===== src/rtl/uart_mmio_pkg.sv =====
// Shared types and constants for the UART MMIO bridge.
package uart_mmio_pkg;

  localparam int unsigned UART_DATA_BITS = 8;
  localparam int unsigned BIT_CNT_W      = $clog2(UART_DATA_BITS);

  typedef enum logic [1:0] {
    RX_IDLE,
    RX_START,
    RX_DATA,
    RX_STOP
  } rx_state_t;

  typedef enum logic [1:0] {
    TX_IDLE,
    TX_START,
    TX_DATA,
    TX_STOP
  } tx_state_t;

endpackage


===== src/rtl/uart_mmio_bridge_if.sv =====
// CPU-facing MMIO UART signal bundle.
// master = CPU side, slave = bridge side.
interface uart_mmio_bridge_if;

  logic [7:0] mmio_uart_data_in;
  logic       mmio_uart_doorbell_flag;
  logic       mmio_uart_ack;
  logic [7:0] mmio_uart_data_out;
  logic       mmio_uart_tx_start;
  logic       mmio_uart_tx_busy;

  modport master (
    input  mmio_uart_data_in,
    input  mmio_uart_doorbell_flag,
    output mmio_uart_ack,
    output mmio_uart_data_out,
    output mmio_uart_tx_start,
    input  mmio_uart_tx_busy
  );

  modport slave (
    output mmio_uart_data_in,
    output mmio_uart_doorbell_flag,
    input  mmio_uart_ack,
    input  mmio_uart_data_out,
    input  mmio_uart_tx_start,
    output mmio_uart_tx_busy
  );

endinterface


===== src/rtl/uart_mmio_fifo.sv =====
// Small synchronous FIFO for received UART bytes.
// Pop is honoured only when non-empty; a push while full succeeds only
// when a real pop happens in the same cycle, otherwise overflow pulses.
module uart_mmio_fifo #(
  parameter int unsigned DEPTH = 4,
  parameter int unsigned WIDTH = 8
) (
  input  logic             clk,
  input  logic             rst,
  input  logic             push,
  input  logic [WIDTH-1:0] wdata,
  input  logic             pop,
  output logic [WIDTH-1:0] head,
  output logic             full,
  output logic             empty,
  output logic             overflow
);

  localparam int unsigned AW = $clog2(DEPTH);

  logic [WIDTH-1:0] mem [DEPTH];
  logic [AW-1:0]    wr_ptr;
  logic [AW-1:0]    rd_ptr;
  logic [AW:0]      count;
  logic             pop_eff;
  logic             push_eff;

  assign empty    = (count == '0);
  assign full     = (count == (AW+1)'(DEPTH));
  assign pop_eff  = pop & ~empty;
  assign push_eff = push & (~full | pop_eff);
  assign overflow = push & full & ~pop_eff;
  assign head     = empty ? '0 : mem[rd_ptr];

  // Pointer and occupancy bookkeeping; pointers wrap at the power-of-two depth.
  always_ff @(posedge clk or posedge rst) begin
    if (rst) begin
      wr_ptr <= '0;
      rd_ptr <= '0;
      count  <= '0;
    end else begin
      if (push_eff) wr_ptr <= wr_ptr + AW'(1);
      if (pop_eff)  rd_ptr <= rd_ptr + AW'(1);
      case ({push_eff, pop_eff})
        2'b10:   count <= count + (AW+1)'(1);
        2'b01:   count <= count - (AW+1)'(1);
        default: count <= count;
      endcase
    end
  end

  // Storage write; when full with a same-cycle pop, the slot being vacated is reused.
  always_ff @(posedge clk) begin
    if (push_eff) mem[wr_ptr] <= wdata;
  end

endmodule


===== src/rtl/uart_mmio_bridge.sv =====
// UART <-> CPU MMIO bridge: RX deserializer into a FIFO, TX serializer.
// Optional macro UART_MMIO_LOOPBACK_EN feeds uart_tx back into the RX path.
module uart_mmio_bridge
  import uart_mmio_pkg::*;
#(
  parameter int unsigned CLKS_PER_BIT  = 234,
  parameter int unsigned RX_FIFO_DEPTH = 4
) (
  input  logic                clk,
  input  logic                reset,
  input  logic                uart_rx,
  output logic                uart_tx,
  uart_mmio_bridge_if.slave   mmio,
  output logic                rx_overrun,
  output logic                rx_frame_err,
  input  logic                err_clr
);

  localparam int unsigned CNT_W = $clog2(CLKS_PER_BIT);
  localparam logic [CNT_W-1:0]     CNT_LAST = CNT_W'(CLKS_PER_BIT - 1);
  localparam logic [CNT_W-1:0]     CNT_HALF = CNT_W'(CLKS_PER_BIT / 2 - 1);
  localparam logic [BIT_CNT_W-1:0] BIT_LAST = BIT_CNT_W'(UART_DATA_BITS - 1);

  // ---------------- RX input selection and synchronizer ----------------
  logic rx_src;
  logic rx_meta;
  logic rx_s;

`ifdef UART_MMIO_LOOPBACK_EN
  logic unused_uart_rx;
  assign unused_uart_rx = uart_rx;
  assign rx_src         = uart_tx;
`else
  assign rx_src = uart_rx;
`endif

  // Two-stage synchronizer, idles high like the line.
  always_ff @(posedge clk or posedge reset) begin
    if (reset) begin
      rx_meta <= 1'b1;
      rx_s    <= 1'b1;
    end else begin
      rx_meta <= rx_src;
      rx_s    <= rx_meta;
    end
  end

  // ---------------- RX FSM ----------------
  rx_state_t                 rx_state, rx_state_n;
  logic [CNT_W-1:0]          rx_cnt, rx_cnt_n;
  logic [BIT_CNT_W-1:0]      rx_bit, rx_bit_n;
  logic [UART_DATA_BITS-1:0] rx_shift, rx_shift_n;
  logic                      rx_block, rx_block_n;
  logic                      rx_push;
  logic                      rx_ferr_evt;

  // RX state register.
  always_ff @(posedge clk or posedge reset) begin
    if (reset) begin
      rx_state <= RX_IDLE;
      rx_cnt   <= '0;
      rx_bit   <= '0;
      rx_shift <= '0;
      rx_block <= 1'b0;
    end else begin
      rx_state <= rx_state_n;
      rx_cnt   <= rx_cnt_n;
      rx_bit   <= rx_bit_n;
      rx_shift <= rx_shift_n;
      rx_block <= rx_block_n;
    end
  end

  // RX next-state: mid-start glitch check, then one sample per bit period.
  // rx_block keeps a stuck-low line after a framing error from re-arming.
  always_comb begin
    rx_state_n  = rx_state;
    rx_cnt_n    = rx_cnt;
    rx_bit_n    = rx_bit;
    rx_shift_n  = rx_shift;
    rx_block_n  = rx_block;
    rx_push     = 1'b0;
    rx_ferr_evt = 1'b0;
    case (rx_state)
      RX_IDLE: begin
        rx_cnt_n = '0;
        rx_bit_n = '0;
        if (rx_block) begin
          if (rx_s) rx_block_n = 1'b0;
        end else if (!rx_s) begin
          rx_state_n = RX_START;
        end
      end
      RX_START: begin
        if (rx_cnt == CNT_HALF) begin
          rx_cnt_n   = '0;
          rx_state_n = rx_s ? RX_IDLE : RX_DATA;
        end else begin
          rx_cnt_n = rx_cnt + CNT_W'(1);
        end
      end
      RX_DATA: begin
        if (rx_cnt == CNT_LAST) begin
          rx_cnt_n   = '0;
          rx_shift_n = {rx_s, rx_shift[UART_DATA_BITS-1:1]};
          if (rx_bit == BIT_LAST) rx_state_n = RX_STOP;
          else                    rx_bit_n   = rx_bit + BIT_CNT_W'(1);
        end else begin
          rx_cnt_n = rx_cnt + CNT_W'(1);
        end
      end
      RX_STOP: begin
        if (rx_cnt == CNT_LAST) begin
          rx_cnt_n   = '0;
          rx_state_n = RX_IDLE;
          if (rx_s) begin
            rx_push = 1'b1;
          end else begin
            rx_ferr_evt = 1'b1;
            rx_block_n  = 1'b1;
          end
        end else begin
          rx_cnt_n = rx_cnt + CNT_W'(1);
        end
      end
      default: rx_state_n = RX_IDLE;
    endcase
  end

  // ---------------- RX FIFO ----------------
  logic [7:0] fifo_head;
  logic       fifo_empty;
  logic       fifo_overflow;
  logic       unused_fifo_full;

  uart_mmio_fifo #(
    .DEPTH (RX_FIFO_DEPTH),
    .WIDTH (UART_DATA_BITS)
  ) u_rx_fifo (
    .clk      (clk),
    .rst      (reset),
    .push     (rx_push),
    .wdata    (rx_shift),
    .pop      (mmio.mmio_uart_ack),
    .head     (fifo_head),
    .full     (unused_fifo_full),
    .empty    (fifo_empty),
    .overflow (fifo_overflow)
  );

  assign mmio.mmio_uart_data_in       = fifo_head;
  assign mmio.mmio_uart_doorbell_flag = ~fifo_empty;

  // Sticky error flags; a new event outranks a same-cycle clear.
  always_ff @(posedge clk or posedge reset) begin
    if (reset) begin
      rx_overrun   <= 1'b0;
      rx_frame_err <= 1'b0;
    end else begin
      if (fifo_overflow) rx_overrun <= 1'b1;
      else if (err_clr)  rx_overrun <= 1'b0;
      if (rx_ferr_evt)   rx_frame_err <= 1'b1;
      else if (err_clr)  rx_frame_err <= 1'b0;
    end
  end

  // ---------------- TX FSM ----------------
  tx_state_t                 tx_state, tx_state_n;
  logic [CNT_W-1:0]          tx_cnt, tx_cnt_n;
  logic [BIT_CNT_W-1:0]      tx_bit, tx_bit_n;
  logic [UART_DATA_BITS-1:0] tx_data, tx_data_n;
  logic                      tx_line_n;

  assign mmio.mmio_uart_tx_busy = (tx_state != TX_IDLE);

  // TX state register; the line is registered so it changes with the state.
  always_ff @(posedge clk or posedge reset) begin
    if (reset) begin
      tx_state <= TX_IDLE;
      tx_cnt   <= '0;
      tx_bit   <= '0;
      tx_data  <= '0;
      uart_tx  <= 1'b1;
    end else begin
      tx_state <= tx_state_n;
      tx_cnt   <= tx_cnt_n;
      tx_bit   <= tx_bit_n;
      tx_data  <= tx_data_n;
      uart_tx  <= tx_line_n;
    end
  end

  // TX next-state: each phase lasts CLKS_PER_BIT clocks; line level follows next state.
  always_comb begin
    tx_state_n = tx_state;
    tx_cnt_n   = tx_cnt;
    tx_bit_n   = tx_bit;
    tx_data_n  = tx_data;
    tx_line_n  = 1'b1;
    case (tx_state)
      TX_IDLE: begin
        tx_cnt_n = '0;
        tx_bit_n = '0;
        if (mmio.mmio_uart_tx_start) begin
          tx_state_n = TX_START;
          tx_data_n  = mmio.mmio_uart_data_out;
        end
      end
      TX_START: begin
        if (tx_cnt == CNT_LAST) begin
          tx_cnt_n   = '0;
          tx_state_n = TX_DATA;
        end else begin
          tx_cnt_n = tx_cnt + CNT_W'(1);
        end
      end
      TX_DATA: begin
        if (tx_cnt == CNT_LAST) begin
          tx_cnt_n = '0;
          if (tx_bit == BIT_LAST) tx_state_n = TX_STOP;
          else                    tx_bit_n   = tx_bit + BIT_CNT_W'(1);
        end else begin
          tx_cnt_n = tx_cnt + CNT_W'(1);
        end
      end
      TX_STOP: begin
        if (tx_cnt == CNT_LAST) begin
          tx_cnt_n   = '0;
          tx_state_n = TX_IDLE;
        end else begin
          tx_cnt_n = tx_cnt + CNT_W'(1);
        end
      end
      default: tx_state_n = TX_IDLE;
    endcase
    case (tx_state_n)
      TX_START: tx_line_n = 1'b0;
      TX_DATA:  tx_line_n = tx_data_n[tx_bit_n];
      default:  tx_line_n = 1'b1;
    endcase
  end

endmodule


===== src/flat_wrapper.sv =====
// flat-port wrapper written by rule: the top's interface ports become plain ports
module uart_mmio_bridge_flat import uart_mmio_pkg::*;
#(
  parameter int unsigned CLKS_PER_BIT  = 234,
  parameter int unsigned RX_FIFO_DEPTH = 4
)
  (clk, reset, uart_rx, uart_tx, rx_overrun, rx_frame_err, err_clr, mmio_mmio_uart_data_in, mmio_mmio_uart_doorbell_flag, mmio_mmio_uart_ack, mmio_mmio_uart_data_out, mmio_mmio_uart_tx_start, mmio_mmio_uart_tx_busy);
  uart_mmio_bridge_if mmio_i ();
  input  logic clk;
  input  logic reset;
  input  logic uart_rx;
  output logic uart_tx;
  output logic rx_overrun;
  output logic rx_frame_err;
  input  logic err_clr;
  output wire logic [$bits(mmio_i.mmio_uart_data_in)-1:0] mmio_mmio_uart_data_in;
  output wire logic [$bits(mmio_i.mmio_uart_doorbell_flag)-1:0] mmio_mmio_uart_doorbell_flag;
  input wire logic [$bits(mmio_i.mmio_uart_ack)-1:0] mmio_mmio_uart_ack;
  input wire logic [$bits(mmio_i.mmio_uart_data_out)-1:0] mmio_mmio_uart_data_out;
  input wire logic [$bits(mmio_i.mmio_uart_tx_start)-1:0] mmio_mmio_uart_tx_start;
  output wire logic [$bits(mmio_i.mmio_uart_tx_busy)-1:0] mmio_mmio_uart_tx_busy;
  assign mmio_mmio_uart_data_in = mmio_i.mmio_uart_data_in;
  assign mmio_mmio_uart_doorbell_flag = mmio_i.mmio_uart_doorbell_flag;
  assign mmio_i.mmio_uart_ack = mmio_mmio_uart_ack;
  assign mmio_i.mmio_uart_data_out = mmio_mmio_uart_data_out;
  assign mmio_i.mmio_uart_tx_start = mmio_mmio_uart_tx_start;
  assign mmio_mmio_uart_tx_busy = mmio_i.mmio_uart_tx_busy;
  uart_mmio_bridge #(.CLKS_PER_BIT(CLKS_PER_BIT), .RX_FIFO_DEPTH(RX_FIFO_DEPTH)) u_core (.clk(clk), .reset(reset), .uart_rx(uart_rx), .uart_tx(uart_tx), .mmio(mmio_i), .rx_overrun(rx_overrun), .rx_frame_err(rx_frame_err), .err_clr(err_clr));
endmodule

===== config.mk =====
export PLATFORM = sky130hd
export DESIGN_NAME = uart_mmio_bridge_flat
export DESIGN_NICKNAME = d
export VERILOG_FILES = /design/src/rtl/uart_mmio_pkg.sv /design/src/rtl/uart_mmio_bridge_if.sv /design/src/rtl/uart_mmio_fifo.sv /design/src/rtl/uart_mmio_bridge.sv /design/src/flat_wrapper.sv
export SDC_FILE = /design/constraint.sdc
export NUM_CORES = 1
export LEC_CHECK = 0
export ABC_AREA = 1
export CAP_MARGIN = 20
export CORE_MARGIN = 1.5
export CORE_UTILIZATION = 64
export CTS_CLUSTER_SIZE = 16
export DETAILED_ROUTE_END_ITERATION = 8
export GPL_TIMING_DRIVEN = 0
export PLACE_DENSITY = 0.85
export SYNTH_ARGS = -nofsm -noshare
export SYNTH_HDL_FRONTEND = slang
export SYNTH_HIERARCHICAL = 1
export SYNTH_SLANG_ARGS = --single-unit

===== constraint.sdc =====
create_clock -name clk -period 7.8 [get_ports clk]
set_clock_uncertainty 0.15 [all_clocks]
set_input_delay 1.56 -clock clk [delete_from_list [all_inputs] [get_ports clk]]
set_output_delay 1.56 -clock clk [all_outputs]
set_load 0.02 [all_outputs]

==> flow_summary.yaml <==
power:
  total_power_uw: 957.8
  power.leakage_uw: 0.002240
  power_density_nw_per_um2: 196.4
  ir_drop_mv: 0.1795
finish:
  syn_to_final_growth_pct: 14.35
  drive_gt1_share_pct: 12.90
  n_antenna_cell: 0
  instances_no_fill: 573
  fin_nets: 519
flow_run:
  maxCapViolCount: 0
clocking:
  clkSinkCount: 87
  cts.path.max_buffers: 2
  cts_made_buffers: 9
  cts_hold_buf: 0
  cts_setup_buffers: 0
  htree_levels: 3
  clk_pin_slew_ns: 0.09
  clk_latency_ns: 0.35
  cts_tree: "built"
  post_cts_resized: 0
  clock_tree.root_cell: "clkbuf_8"
floorplanning:
  die_y_um: 84.63
  ios: 27
  coreArea_um2: 6386
  rows: 29
  initial_core_util_pct: 66.77
  die_w_um: 84.63
  die_area_um2: 7161
placed_design:
  dp.cells: 557
  dp_hpwl_mm: 5.698
  place_congestion: 0.8022
  io_buffers: 26
drt:
  drt-initial-drc-count: 160
  vias: 2959
  wire_per_inst_um: 13.39
  wl_mm: 7.672
  drt-pass1-iter-count: 4
  remaining_drc_errors: 0
  ant_nets: 0
  viasPerCell: 5.164
yosys:
  ys_warn_count: 6
  syn-cell-area_um2: 4264
  synthCells: 453
  syn-num-nets: 481
  avgSynthCellArea_um2: 9.413
worst_setup_path:
  cp-start-kind: "flop"
  cp.required_ns: 6.09
  arrival_ns: 1.98
  crit_fanout: 10
  cp.depth: 6
  path_cells: "buf_6 > buf_4 > nand2_1 > nand3_1 > a21oi_1 > clkdlybuf4s50_1"
  cpMaxStageDelayCell: "clkdlybuf4s50_1"
  crit_buf_inv: 3
  rr_worst_depth: 8
  crit_type: "flop to output pin"
  cp-end-kind: "output pin"
  cp_top_family: "buffers and inverters"
  max_stage_delay_ns: 0.62
sta:
  max_freq_mhz: 270.7
  rsz0062_at_grt: "no"
  worst_pin_slew_ns: 0.8190
  fin_crit_sh_pct: 47.37
  maxSlewHeadroom_pct: 45.20
  hold_viol: 0
  layout_min_cycle_time_ns: 3.695
  tns_ns: 0
  final-max-slew-violation-count: 0
  setup_violations: 0
global_route:
  grt_max_degree: 27
  grt_overflow: 0
  first_global_vias: 3036
  grtUsageTotal_pct: 23.96
  antenna_found_initial: 0
  grt_pass1_wl_mm: 13.41
outcome:
  status: "complete, no violations"
min_path:
  hp-class: "flop to flop"
  holdPathStages: 0
[registers in the layout (all words and copies together), names as in the netlist, 3 cells and up, named ones only]
signal,cells
u_core/rx_bit,3
u_core/tx_bit,3
u_core/rx_cnt,8
u_core/tx_cnt,8
u_core/u_rx_fifo/count,3
u_core/rx_shift,8
u_core/tx_data,8
u_core/u_rx_fifo/mem,32
[cell usage in the layout (no fill, tap or decap), types with 3 or more instances in the layout]
cell	n
inv_1	85
nand2_2	4
nand2_4	3
inv_2	7
nor3_1	9
xnor2_1	6
a21oi_1	13
buf_6	3
dfstp_2	3
ha_1	13
o21ai_0	9
clkbuf_8	9
nand3_1	28
nand2_1	106
edfxtp_1	32
nor2_1	32
inv_6	4
nand4_1	7
nand3_2	5
dfrtp_1	52
clkdlybuf4s50_1	26
[report_power, final]
part	internal [uW]	leakage (uW)	total (uW)	switching (uW)
combinational	37.0	0.00105	92.8	55.8
clock	185	0.000108	351	166
sequential	499	0.00108	514	15.4
[layer usage]
metal	wire length [um]	up-vias	share of wire, %	track usage [%]
met1	3225	1403	42	27.77
met3	210	12	2.7	5.113
met5	0	-	0	0
met4	110	0	1.4	11.14
met2	4125	44	54	42.50
li1	-	1500	-	-
[worst paths after layout]
check,from,endpoint,slack [ns]
setup / recovery,u_core/u_rx_fifo/rd_ptr[0],mmio_mmio_uart_data_in[4],4.11
hold / removal,u_core/rx_meta,u_core/rx_s,0.21
setup reg to reg,u_core/rx_cnt[1],u_core/u_rx_fifo/mem[0][4],4.95
hold reg to reg,u_core/rx_meta,u_core/rx_s,0.21
max in group asynchronous,reset,asynchronous set/reset pin,5.53
min in group asynchronous,reset,u_core/u_rx_fifo/count[2],1.33
[layout make-up]
type                            count  area (um^2)
Timing Repair Buffer               27        287.8
Clock inverter                      7        103.9
Buffer                              5        48.80
Sequential cell                    87         2341
Multi-Input combinational cell    267         1511
Inverter                           94        362.8
Clock buffer                        9        123.9
Tap cell                           77        96.34
Fill cell                         416         1510
[per-stage QoR]
stage | hold slack (ns) | area, um^2 | setup slack, ns | util (%)
finish | 0.2116 | 4876 | 4.105 | 76.35
global route | 0.2158 | 4876 | 3.995 | 76.35
CTS | 0.2136 | 4876 | 4.078 | 76.35
detailed placement | 0.2018 | 4648 | 4.276 | 72.79
global placement | 0.1968 | 4621 | 4.018 | 72.36
floorplan | 0.1952 | 4264 | 4.885 | -
Note: power is estimated with default switching activity, not from simulation.
